==> src/rtl/secret_sm_encoder.sv <==
// Unpacks 64-bit words of two's-complement 4-bit secret coefficients and streams them
// one per cycle in the ALU's sign-magnitude form, with index, last flag and sticky error.
module secret_sm_encoder #(
  parameter int unsigned COEFFS_PER_WORD = 16,
  parameter int unsigned N               = 256,
  parameter int unsigned MAX_MAG         = 4
) (
  input  logic                           clk,
  input  logic                           rst_n,
  input  logic                           clear,
  input  logic                           in_valid,
  output logic                           in_ready,
  input  logic [4*COEFFS_PER_WORD-1:0]   in_word,
  output logic                           out_valid,
  input  logic                           out_ready,
  output logic [3:0]                     out_s,
  output logic [7:0]                     out_idx,
  output logic                           out_last,
  output logic                           err
);

  localparam int unsigned CW       = $clog2(COEFFS_PER_WORD);
  localparam logic [CW-1:0] C_LAST = CW'(COEFFS_PER_WORD - 1);
  localparam logic [7:0] IDX_LAST  = 8'(N - 1);
  localparam logic [3:0] MAG_MAX   = 4'(MAX_MAG);

  typedef enum logic {
    ST_EMPTY,
    ST_FULL
  } state_t;

  state_t                         state_q, state_d;
  logic                           rdy_en_q;
  logic [4*COEFFS_PER_WORD-1:0]   word_q;
  logic [CW-1:0]                  c_q;
  logic [CW-1:0]                  c_inc;
  logic [7:0]                     idx_q;
  logic [3:0]                     s_q;
  logic                           err_q;

  logic                           out_fire;
  logic                           last_nib;
  logic                           in_ready_c;
  logic                           load;
  logic                           advance;
  logic [3:0]                     nib;
  logic [3:0]                     neg;
  logic [3:0]                     enc_s;
  logic                           enc_bad;

  // Next-state, handshake and encoding of the nibble that will be presented next.
  always_comb begin
    state_d    = state_q;
    out_fire   = (state_q == ST_FULL) && out_ready;
    last_nib   = (c_q == C_LAST);
    c_inc      = c_q + CW'(1);
    in_ready_c = rdy_en_q && !clear && ((state_q == ST_EMPTY) || (out_fire && last_nib));
    load       = in_valid && in_ready_c;
    advance    = out_fire && !last_nib;
    nib        = load ? in_word[3:0] : word_q[{c_inc, 2'b00} +: 4];
    neg        = 4'd0 - nib;
    enc_s      = '0;
    enc_bad    = 1'b0;

    if (nib == 4'd0) begin
      enc_s = '0;
    end else if (!nib[3] && (nib <= MAG_MAX)) begin
      enc_s = {1'b0, nib[2:0]};
    end else if (nib[3] && (neg <= MAG_MAX)) begin
      enc_s = {1'b1, neg[2:0]};
    end else begin
      enc_bad = 1'b1;
    end

    if (clear) begin
      state_d = ST_EMPTY;
    end else if (load) begin
      state_d = ST_FULL;
    end else if (out_fire && last_nib) begin
      state_d = ST_EMPTY;
    end
  end

  always_ff @(posedge clk or negedge rst_n) begin
    if (!rst_n) begin
      state_q  <= ST_EMPTY;
      rdy_en_q <= 1'b0;
      word_q   <= '0;
      c_q      <= '0;
      idx_q    <= '0;
      s_q      <= '0;
      err_q    <= 1'b0;
    end else begin
      rdy_en_q <= 1'b1;
      state_q  <= state_d;
      if (clear) begin
        c_q   <= '0;
        idx_q <= '0;
        s_q   <= '0;
        err_q <= 1'b0;
      end else begin
        if (out_fire) begin
          idx_q <= (idx_q == IDX_LAST) ? 8'd0 : idx_q + 8'd1;
        end
        // err is raised on the same edge the illegal coefficient becomes visible.
        if (load) begin
          word_q <= in_word;
          c_q    <= '0;
          s_q    <= enc_s;
          err_q  <= err_q | enc_bad;
        end else if (advance) begin
          c_q    <= c_inc;
          s_q    <= enc_s;
          err_q  <= err_q | enc_bad;
        end else if (out_fire) begin
          c_q    <= '0;
          s_q    <= '0;
        end
      end
    end
  end

  assign in_ready  = in_ready_c;
  assign out_valid = (state_q == ST_FULL);
  assign out_s     = s_q;
  assign out_idx   = idx_q;
  assign out_last  = (idx_q == IDX_LAST);
  assign err       = err_q;

endmodule
==> config.mk <==
export PLATFORM = sky130hd
export DESIGN_NAME = secret_sm_encoder
export DESIGN_NICKNAME = d
export VERILOG_FILES = /design/src/rtl/secret_sm_encoder.sv
export SDC_FILE = /design/constraint.sdc
export NUM_CORES = 1
export LEC_CHECK = 0
export CORE_MARGIN = 1.5
export CORE_UTILIZATION = 65
export CTS_CLUSTER_SIZE = 20
export DETAILED_ROUTE_END_ITERATION = 8
export DONT_BUFFER_PORTS = 1
export GPL_ROUTABILITY_DRIVEN = 1
export PLACE_DENSITY = 0.81
export SYNTH_ARGS = -nofsm -noshare
export SYNTH_HDL_FRONTEND = slang
export SYNTH_SLANG_ARGS = --single-unit
==> constraint.sdc <==
create_clock -name clk -period 5.75 [get_ports clk]
set_input_delay 1.15 -clock clk [delete_from_list [all_inputs] [get_ports clk]]
set_output_delay 1.15 -clock clk [all_outputs]
set_load 0.02 [all_outputs]
# --- Word level (Yosys, flattened, before mapping) ---
# Cells that the tools add are included.
word_totals:
  elab_cells: 59
  in_bits: 69
  register_bits: 83
  out_inout_bits: 16
classes:
  shift: 1
  muxes: 23
  n_addsub: 3
  eq_ne: 2
  order_cmp: 2
  n_bitwise: 3
  reduce_logical: 18
ops:
  columns: ["cell", "n"]
  rows:
  - ["variable part select 64 x 7 -> 4 bit", 1]
  - ["2-to-1 mux 4 bit", 11]
  - ["2-to-1 mux 8 bit", 3]
  - ["2-to-1 mux 1 bit", 9]
  - ["adder 8 x 1 -> 8 bit (second input constant)", 1]
  - ["equality test 8 bit (second input constant)", 1]
  - ["<= comparator 4 x 3 -> 1 bit (second input constant)", 2]
  - ["logical AND 1 bit", 8]
  - ["nonzero test 3 bit", 2]
  - ["adder 4 x 1 -> 4 bit (second input constant)", 1]
  - ["equality test 4 bit (second input constant)", 1]
  - ["logical NOT 4 bit", 1]
  - ["nonzero test 4 bit", 1]
  - ["subtractor 1 x 4 -> 4 bit (first input constant)", 1]
  - ["logical NOT 1 bit", 3]
  - ["NOT 1 bit", 2]
  - ["AND reduction 2 bit", 1]
  - ["nonzero test 2 bit", 1]
  - ["logical OR 1 bit", 1]
  - ["OR 1 bit", 1]

# --- Logic depth before layout (Yosys ltp) ---
depth:
  word_depth: 16
  depth_mapped: 12

# --- Worst setup path before layout ---
# OpenSTA, ideal clock, no wires.
synth_path:
  path_kind: "register -> register"
  startpoint: "reg c_q[0]"
  endpoint: "reg s_q[1], in the netlist out_s[1]"
  arrival_time_ns: 2.987
  path_buffers: 2
  slack_ns: 2.677
  synth_period_minus_slack_ns: 3.073
  setup_time_ns: 0.087
  stages_incl_launch_ff: 12
  cell_sequence: "dfrtp_1 -> ha_1 -> buf_2 -> clkbuf_1 -> mux4_2 -> mux2i_1 -> mux2i_1 -> a21boi_0 -> ha_1 -> xnor2_1 -> or4b_1 -> o211ai_1"
synth_between:
  elab_chain_len: 15
  word_cells_on_any_way: 24
synth_rtl:
  columns: ["element", "line", "text"]
  rows:
  - ["start, declared", "35", "logic [CW-1:0] c_q;"]
  - ["start signal, assigned", "112", "c_q <= c_inc;"]
  - ["parallel branches: the longest is 15 deep, another holds adder 4 x 1 -> 4 bit", null, null]
  - ["end signal, assigned", "109", "s_q <= enc_s;"]
  - ["end signal, assigned", "113", "s_q <= enc_s;"]
  - ["end, declared", "38", "logic [3:0] s_q;"]
# Several ways; the timed one is not identified.
# A chain may end at the register's enable or synchronous reset.

# --- Worst setup path after layout ---
layout_path:
  startpoint: "reg c_q[1]"
  endpoint: "reg s_q[1], in the netlist out_s[1]"
# The elaborated chain is that of the path after synthesis.

==> flow_metrics.env <==
export IMPL_cts_made_buffers=9
export IMPL_areaGrowthSynthToFinish_pct=6.024
export IMPL_worst_setup_path_start_kind="register"
export IMPL_die_area_um2=6614
export IMPL_design_core_area_um2=5921
export IMPL_worst_setup_path_end_kind="register"
export IMPL_critPathMaxStageDelay_ns=0.75
export IMPL_dpl_instance_area_um2=4019
export IMPL_run_status="complete, no violations"
export IMPL_postLayoutCellArea_um2=4228
export IMPL_finalHoldViolations=0
export IMPL_internal_power_w=0.001038
export IMPL_fp_dieH_um=81.33
export IMPL_synthFlopType="sky130_fd_sc_hd__dfrtp_1"
export IMPL_diodes=0
export IMPL_fp_dieW_um=81.33
export IMPL_fmax_ghz=0.2854
export IMPL_synth_area_per_cell_um2=9.494
export IMPL_power_switching_fraction_pct=26.58
export IMPL_multiInputGateArea_um2=1807
export IMPL_synth_lib_cells_used_distinct=42
export IMPL_grt_pass1_wl_mm=12.81
export IMPL_grt_start_max_net_pins=84
export IMPL_worst_max_slew_margin_expressed_relative_to_the_limit_pct=40.50
export IMPL_detail_route_wl_per_cell_um=16.48
export IMPL_dp_hpwl_mm=5.555
export IMPL_p_seq_share_pct=52.3
export IMPL_cts_sinks=83
export IMPL_worstHoldPathType="reg -> reg"
export IMPL_total_power_w=0.001413
export IMPL_timing_final_setup_violations=0
export IMPL_complex_gate_fraction_of_the_synthesized_area_pct=5.209
export IMPL_layout_cell_share_with_drive_strength_beyond_1_pct=7.177
export IMPL_max_clock_skew_ns=0.009253
export IMPL_routabilityCongestion=0.7807
export IMPL_synth_seq_cells=83
export IMPL_timing_final_crit_period_ns=3.504
export IMPL_cellLeakagePower_nw=2.084
export IMPL_timing_final_crit_share_pct=60.93
export IMPL_timing_critical_path_cells="ha_1 > mux4_2 > mux2i_1 > mux2i_1 > a21boi_0 > ha_1 > xnor2_1 > or4b_1 > o211ai_1"
export IMPL_finish_net_count=487
export IMPL_postSynthNetCount=493
export IMPL_timing_setup_critical_path_class="reg -> reg"
export IMPL_mappedNetlistArea_um2=3988
export IMPL_htreeDepth=3
export IMPL_crit_path_max_fanout=17
export IMPL_place_port_buffers=0
export IMPL_initial_antenna_violation_count=0
export IMPL_pwr_share_clk_pct=32.0
export IMPL_num_io_pins=85
export IMPL_yosys_area_share_xor_xnor_pct=2.008
export IMPL_clock_tree_from_tritoncts="built"
export IMPL_synth_top_family_by_area="simple AND/OR/NAND/NOR gates"
export IMPL_finalMaxSlewViolations=0
export IMPL_route_detailed_vias_per_inst=5.805
export IMPL_synth_adder_area_share_pct=1.255
export IMPL_number_of_global_route_vias_before_repair=2755
export IMPL_power_density_cell_area_nw_per_um2=334.3
export IMPL_ys_warnings_count=0
export IMPL_postSynthCellCount=420
export IMPL_path_buf_inv=0
export IMPL_synthMuxAreaShare_pct=12.14
export IMPL_ff_latch_area_um2=2077
export IMPL_crit_arrival_ns=3.77
export IMPL_switchingPower_w=0.0003756
export IMPL_layout_commonest_cell="sky130_fd_sc_hd__nand2_1"
export IMPL_route_detailed_drc=0
export IMPL_crit_family="adder cells"
export IMPL_async_flop_share_pct=100.0
export IMPL_mostFrequentLayoutCells="208 x sky130_fd_sc_hd__nand2_1, 83 x sky130_fd_sc_hd__dfrtp_1, 10 x sky130_fd_sc_hd__mux4_2, 10 x sky130_fd_sc_hd__nor2_1, 10 x sky130_fd_sc_hd__clkbuf_8"
export IMPL_clockBufferDepth=2
export IMPL_synth_simple_area_share_pct=24.60
export IMPL_cp_required_ns=6.02
export IMPL_grt_overflow_total=0
export IMPL_route_final_wire_length_mm=8.126
export IMPL_quantity_of_gates_resized_following_cts=0
export IMPL_worst_path_max_delay_cell="sky130_fd_sc_hd__ha_1"
export IMPL_fp_row_count=28
export IMPL_rsz0062_at_grt="no"
export IMPL_synth_edff_count=0
export IMPL_num_fill_cells=431
export IMPL_fin_tns_setup_ns=0
export IMPL_worst_slew_pin_slew_ns=0.8858
export IMPL_ant_nets=0
export IMPL_synth_sequential_area_ratio_pct=52.09
export IMPL_detailroute_via_count=2862
export IMPL_dr_first_iter_drc_count=250
export IMPL_postCtsSetupBuffers=0
export IMPL_max_cap_violations=0
export IMPL_buffer_cell_driving_the_clock_tree_root="sky130_fd_sc_hd__clkbuf_8"
export IMPL_share_comb_of_total_power_pct=15.7
export IMPL_cts_clk_slew_worst_paths_ns=0.08
export IMPL_worstSkewPairLatency_ns=0.36
export IMPL_irDropWorstVdd_mv=0.2009
export IMPL_initial_utilization_pct=67.35
export IMPL_cts_hold_fix_bufs=0
export IMPL_grt_util_all_layers_pct=26.69
export IMPL_drt_pass1_iterations=5
-- worst paths after layout --
path                       slack, ns       start  cells after the start          to
max                             2.25      c_q[1]                      9    out_s[1]
min                             0.47  word_q[22]                      2  word_q[22]
max reg2reg                     2.25      c_q[1]                      9    out_s[1]
min reg2reg                     0.47  word_q[22]                      2  word_q[22]
max in group asynchronous       5.13       rst_n                      0  word_q[21]
min in group asynchronous       0.48       rst_n                      0      c_q[0]
-- power by group through the flow --
| stage | sequential, W | clock [W] | combinational [W] |
|---|---|---|---|
| 2_1_floorplan | 0.000728 | 0 | 0.000185 |
| 3_3_place_gp | 0.000741 | 0 | 0.000213 |
| 3_5_place_dp | 0.000747 | 0 | 0.000223 |
| 4_1_cts | 0.000737 | 0.000456 | 0.000225 |
| 5_1_grt | 0.000749 | 0.000480 | 0.000252 |
| 6_report | 0.000739 | 0.000452 | 0.000223 |
-- per-layer routing --
layer | routed length, um | vias to the layer above | GRT usage (%)
li1 | - | 1369 | -
met1 | 3366 | 1387 | 34.50
met2 | 4122 | 93 | 43.55
met3 | 442 | 13 | 4.944
met4 | 195 | 0 | 12.76
met5 | 0 | - | 0
-- cells by family after synthesis --
group | count (synthesis)
compound gates | 29
buf+inv | 25
simple gates | 245
flops | 83
mux | 26
xor+xnor | 7
fa+ha+maj | 4
other cells | 1
-- metrics by stage --
step | std cells | util, % | worst slack [ns] | hold slack [ns]
after floorplan | 420 | - | 2.677 | 0.4373
after global placement | 478 | 67.88 | 2.245 | 0.4499
after detailed placement | 478 | 67.88 | 2.120 | 0.4562
after CTS | 493 | 71.41 | 2.247 | 0.4736
after global routing | 493 | 71.41 | 2.063 | 0.4704
final | 493 | 71.41 | 2.246 | 0.4680
-- worst min-delay path, cell delays in order, from the launching register on --
cell,delay (ns)
sky130_fd_sc_hd__dfrtp_1,0.34
sky130_fd_sc_hd__nand2_1,0.05
sky130_fd_sc_hd__nand2_1,0.05
-- sequential cells by signal, indices dropped and copies added (netlist names) --
name and flops:
word_q 64, out_s 4, out_valid 1, rdy_en_q 1
c_q 4, err 1, out_idx 8
-- final cells by class --
| class | instances | area share, % |
|---|---|---|
| timing repair buffer | 3 | 0.5327 |
| multi-input combinational | 312 | 42.73 |
| sequential | 83 | 49.13 |
| clock inverter | 2 | 1.421 |
| inverter | 5 | 0.4439 |
| clock buffer | 13 | 3.522 |
| tap | 75 | 2.220 |
-- Yosys cell counts, drive strengths merged (3+ instances only) --
library cell / n / area share, %
mux2i: 9 / 2.3
nor2b: 3 / 0.47
clkbuf: 13 / 1.2
nor3: 6 / 0.75
xor2: 6 / 1.8
a21oi: 7 / 0.88
inv: 5 / 0.47
nor2: 10 / 0.94
nand3: 5 / 0.63
o21ai: 9 / 1.1
buf: 7 / 0.91
dfrtp: 83 / 52
ha: 4 / 1.3
mux4: 16 / 9.6
nand2: 208 / 20
(Power assumes the default switching activity.)
